--- config.mk ---
export PLATFORM = sky130hd
export DESIGN_NAME = fetch_stage
export DESIGN_NICKNAME = d
export VERILOG_FILES = /design/src/rtl/fetch_stage.sv
export SDC_FILE = /design/constraint.sdc
export NUM_CORES = 1
export LEC_CHECK = 0
export CORE_MARGIN = 2
export CORE_UTILIZATION = 47
export CTS_CLUSTER_SIZE = 30
export DETAILED_ROUTE_END_ITERATION = 7
export GPL_TIMING_DRIVEN = 0
export PLACE_DENSITY = 0.8
export SYNTH_ARGS = -nofsm -noshare
export SYNTH_HDL_FRONTEND = slang
export SYNTH_SLANG_ARGS = --single-unit
--- constraint.sdc ---
create_clock -name clk -period 7.2 [get_ports clk]
set_input_delay 2.16 -clock clk [delete_from_list [all_inputs] [get_ports clk]]
set_output_delay 2.16 -clock clk [all_outputs]
set_load 0.005 [all_outputs]
--- src/rtl/fetch_stage.sv ---
// fetch_stage: RV32I instruction-fetch stage with IF/ID pipeline register.
// It keeps at most one instruction-memory request in flight, holds PCF and
// applies Execute redirects. StallF/StallD/FlushD from the hazard unit are
// honoured, and a response that arrives while Decode is stalled is parked in
// a one-entry hold buffer.
//
// Ports:
//   clk, reset                        clock, asynchronous active-high reset
//   StallF, StallD, FlushD            hazard unit controls
//   PCSrcE, PCTargetE                 redirect from Execute
//   imem_req_valid/addr/ready         request channel (addr = PCF)
//   imem_rsp_valid/data               in-order response, 1-cycle pulse
//   PCF                               current fetch PC
//   InstrD, PCD, PCPlus4D, ValidD     IF/ID register contents
module fetch_stage #(
    parameter logic [31:0] RESET_PC  = 32'h0000_0000,
    parameter logic [31:0] NOP_INSTR = 32'h0000_0013
) (
    input  logic        clk,
    input  logic        reset,
    input  logic        StallF,
    input  logic        StallD,
    input  logic        FlushD,
    input  logic        PCSrcE,
    input  logic [31:0] PCTargetE,
    output logic        imem_req_valid,
    output logic [31:0] imem_req_addr,
    input  logic        imem_req_ready,
    input  logic        imem_rsp_valid,
    input  logic [31:0] imem_rsp_data,
    output logic [31:0] PCF,
    output logic [31:0] InstrD,
    output logic [31:0] PCD,
    output logic [31:0] PCPlus4D,
    output logic        ValidD
);

    localparam int unsigned XLEN = 32;

    typedef enum logic [1:0] {
        S_REQ   = 2'd0,   // ready to issue a request for PCF
        S_WAIT  = 2'd1,   // request accepted, waiting for its response
        S_HOLD  = 2'd2,   // response parked in hold buffer while Decode stalls
        S_DRAIN = 2'd3    // outstanding response is stale and must be dropped
    } stateT;

    stateT            state, stateNext;
    logic [XLEN-1:0]  pcfNext;
    logic [XLEN-1:0]  holdInstr, holdInstrNext;
    logic [XLEN-1:0]  instrDNext, pcDNext, pcPlus4DNext;
    logic             validDNext;
    logic             deliver;
    logic [XLEN-1:0]  deliverInstr;
    logic [XLEN-1:0]  pcfPlus4;
    logic             accept;
    logic             kill;

    // Request channel: only from REQ, never during reset, stall or redirect.
    assign imem_req_valid = (state == S_REQ) & ~StallF & ~PCSrcE & ~reset;
    assign imem_req_addr  = PCF;
    assign accept         = imem_req_valid & imem_req_ready;
    assign pcfPlus4       = PCF + XLEN'(4);
    // Either a redirect or a Decode flush invalidates the in-flight fetch.
    assign kill           = PCSrcE | FlushD;

    // State register and IF/ID register.
    always_ff @(posedge clk or posedge reset) begin
        if (reset) begin
            state     <= S_REQ;
            PCF       <= RESET_PC;
            holdInstr <= '0;
            InstrD    <= NOP_INSTR;
            PCD       <= '0;
            PCPlus4D  <= '0;
            ValidD    <= 1'b0;
        end else begin
            state     <= stateNext;
            PCF       <= pcfNext;
            holdInstr <= holdInstrNext;
            InstrD    <= instrDNext;
            PCD       <= pcDNext;
            PCPlus4D  <= pcPlus4DNext;
            ValidD    <= validDNext;
        end
    end

    // Next-state, PC and IF/ID update logic.
    always_comb begin
        stateNext     = state;
        pcfNext       = PCF;
        holdInstrNext = holdInstr;
        deliver       = 1'b0;
        deliverInstr  = holdInstr;
        instrDNext    = NOP_INSTR;
        pcDNext       = '0;
        pcPlus4DNext  = '0;
        validDNext    = 1'b0;

        unique case (state)
            S_REQ: begin
                // Responses seen here belong to requests killed by reset.
                if (accept) begin
                    stateNext = S_WAIT;
                end
            end
            S_WAIT: begin
                if (kill) begin
                    // Same-cycle response lets us skip DRAIN entirely.
                    stateNext = imem_rsp_valid ? S_REQ : S_DRAIN;
                end else if (imem_rsp_valid) begin
                    if (!StallD) begin
                        deliver      = 1'b1;
                        deliverInstr = imem_rsp_data;
                        stateNext    = S_REQ;
                    end else begin
                        holdInstrNext = imem_rsp_data;
                        stateNext     = S_HOLD;
                    end
                end
            end
            S_HOLD: begin
                if (kill) begin
                    stateNext = S_REQ;
                end else if (!StallD) begin
                    deliver   = 1'b1;
                    stateNext = S_REQ;
                end
            end
            S_DRAIN: begin
                if (imem_rsp_valid) begin
                    stateNext = S_REQ;
                end
            end
            default: begin
                stateNext = S_REQ;
            end
        endcase

        // PC advances only on delivery; a redirect always wins.
        if (deliver) begin
            pcfNext = pcfPlus4;
        end
        if (PCSrcE) begin
            pcfNext = PCTargetE;
        end

        // IF/ID priority: flush, then stall, then delivery, else bubble.
        if (FlushD) begin
            instrDNext   = NOP_INSTR;
            pcDNext      = '0;
            pcPlus4DNext = '0;
            validDNext   = 1'b0;
        end else if (StallD) begin
            instrDNext   = InstrD;
            pcDNext      = PCD;
            pcPlus4DNext = PCPlus4D;
            validDNext   = ValidD;
        end else if (deliver) begin
            instrDNext   = deliverInstr;
            pcDNext      = PCF;
            pcPlus4DNext = pcfPlus4;
            validDNext   = 1'b1;
        end
    end

endmodule

==> impl_metrics.json <==
{
  "grt_pass1_vias": 5979,
  "drtIter0Drc": 419,
  "clock_sinks": 161,
  "clk_pin_slew_worst_paths_ns": 0.06,
  "final.setup.tns_ns": 0,
  "vdd_ir_drop_max_mv": 0.193,
  "synth_edf_count": 0,
  "slew_violations": 0,
  "postCtsSetupRepairBufs": 0,
  "power.leakage_uw": 0.00452,
  "crit_start": "reset",
  "rows": 45,
  "finalSetupViolCount": 0,
  "yosysTopAreaCell": "dfrtp_1",
  "fillers": 1163,
  "areaGrowthSynthToFinish_pct": 43.4,
  "clockBufferDepth": 2,
  "p_clk_frac": 0.335,
  "io_buffer_count": 232,
  "hold_ws_ns": 0.478,
  "pre_cts_ws_ns": 1.50,
  "nets": 997,
  "drc": 0,
  "sw_frac_of_total": 0.274,
  "syn-num-nets": 745,
  "hold_buffers": 0,
  "rr_startpoint": "state[0]",
  "syn_avg_cell_area_sq_um": 11.1,
  "outcome": "finished, final reports clean",
  "post-route-min-period_ns": 5.69,
  "p_sw_uw": 725,
  "yosys.area.top_type_share": 0.535,
  "cp.arrival_ns": 3.53,
  "io_pins": 234,
  "ant_nets": 0,
  "insertion_delay_ns": 0.42,
  "gp_congestion": 0.799,
  "grtUsageTotal": 0.260,
  "fp.dieArea_sq_mm": 0.0167,
  "maxCapViolations": 0,
  "worst_pin_slew_ns": 1.06,
  "drive_above_1_share": 0.138,
  "grt_antenna_before_repair": 0,
  "combPwrFrac": 0.230,
  "netlist_area_sq_mm": 0.00739,
  "initial_utilization": 0.484,
  "core_area_sq_mm": 0.0153,
  "synthTopCellsByCount": "dfrtp_1, nand2_1, o21ai_0",
  "grt_max_degree": 119,
  "internal-power_uw": 1920,
  "die_w_microns": 129,
  "n_antenna_cell": 0,
  "critPathMaxFanout": 2,
  "end_kind": "output pin",
  "h-tree-depth": 4,
  "post_drt_wl_per_cell_microns": 18.7,
  "synth.distinct_cells": 48,
  "rsz0062_at_grt": "no",
  "grt_pass1_wl_mm": 33.0,
  "dp.cells": 1112,
  "relSlewSlack": 0.289,
  "synth_area_leaders": "dfrtp_1, o21ai_0, mux2_2",
  "grt_overflow_total": 0,
  "synth_warnings": 0,
  "firstDrtPassIters": 4,
  "fin_ws_ns": 1.51,
  "hold_viol": 0,
  "seq_area_frac_synth": 0.546,
  "hold_start": "PCPlus4D[30]",
  "ys_ff_latch": 161,
  "instances_no_fill": 1144,
  "period_share": 0.791,
  "hold_path_class": "flop to flop",
  "synth-async-reset-ratio": 1.00,
  "synth_most_common_cell": "dfrtp_1",
  "cts_root_buf": "clkbuf_16",
  "avgViaCountPerCell": 5.36,
  "required_ns": 5.04,
  "synthCells": 668,
  "dieHeight_microns": 129,
  "cts_buffers": 17,
  "hpwl_mm": 15.5,
  "rrSetupSlack_ns": 4.40,
  "seqPwrFrac": 0.435,
  "fmax_mhz": 176,
  "drt_wl_total_mm": 21.4,
  "cts_tree": "yes",
  "synth-main-ff-cell": "dfrtp_1",
  "power.total_uw": 2650,
  "via_count": 6133,
  "critical_path_class": "input port to output pin",
  "cts_resized": 0,
  "powerDensity_mw_per_mm2": 250,
  "skew_ns": 0.00858,
  "start_kind": "input port"
}
[worst paths after layout]
| path | endpoint | cells after the start |
|---|---|---|
| setup / recovery | imem_req_valid | 4 |
| max in group asynchronous | InstrD[30] | 3 |
| min in group asynchronous | state[1] | 2 |
| setup reg to reg | PCF[18] | 9 |
| hold reg to reg | PCPlus4D[30] | 2 |
| hold / removal | PCPlus4D[30] | 2 |
[layer usage]
layer / global-route usage / up-vias / routed length [microns]
li1: - / 2849 / -
met1: 0.339 / 3044 / 9120
met2: 0.433 / 216 / 10600
met3: 0.0632 / 24 / 1410
met4: 0.0803 / 0 / 314
met5: 0 / - / 0
[through the flow]
stage | cell area (sq um) | utilization
3_3_place_gp | 9980 | 0.654
5_1_grt | 10600 | 0.695
2_1_floorplan | 7390 | -
3_5_place_dp | 10000 | 0.656
6_report | 10600 | 0.695
4_1_cts | 10600 | 0.695
[area by class of cell]
class	count	area, sq um	share of cell area
inverters	7	33.8	0.00319
plain buffers	79	482	0.0454
well taps	211	264	0.0249
repair buffers	233	2350	0.222
clock inverters	10	101	0.00956
multi-input cells	421	2850	0.269
clock buffers	22	484	0.0457
flip-flops and latches	161	4030	0.380
[state kept, by name (all words and copies together) (netlist names)]
register,flops
PCF,32
state,2
holdInstr,32
PCD,32
PCPlus4D,30
InstrD,32
ValidD,1
[critical path, stage by stage]
cell             delay (ns)
clkdlybuf4s50_1        0.51
nor3_1                 0.21
and2_1                 0.15
clkdlybuf4s50_1        0.50
[placed cells by master, fill, tap and decap left out, types with 6 or more instances in the layout]
cell type	synthesis	layout
o21ai_0	77	77
clkbuf_16	0	17
inv_1	7	6
nand3_1	6	6
xnor2_1	12	12
buf_2	7	7
a21o_1	7	7
buf_4	37	37
a22o_1	29	29
and3_1	9	9
nand4_1	14	14
clkbuf_1	27	28
a221o_1	7	7
nor3b_1	7	7
dfrtp_1	158	158
mux2i_1	37	37
nor2_1	20	20
clkbuf_8	2	6
nor3_1	8	8
a22oi_1	13	13
nand2_1	82	82
xor2_1	13	13
a21oi_1	10	10
clkdlybuf4s50_1	0	232
mux2_2	34	34
[power groups by stage]
stage	Clock [uW]	Sequential, uW	Combinational [uW]
floorplan	0	1140	349
global placement	0	1160	597
detailed placement	0	1170	613
CTS	895	1150	616
global route	930	1170	672
finish	886	1150	610
[cells by family after synthesis]
| family | Yosys count | share of synthesized area |
|---|---|---|
| flip-flops | 161 | 0.546 |
| XOR/XNOR | 25 | 0.0296 |
| AO/OA/AOI/OAI | 152 | 0.133 |
| multiplexers | 71 | 0.102 |
| adder cells (fa/ha/maj) | 5 | 0.00846 |
| AND/OR/NAND/NOR | 168 | 0.113 |
| buffers and inverters | 86 | 0.0687 |
No activity file was read; power rests on OpenSTA's default activity.
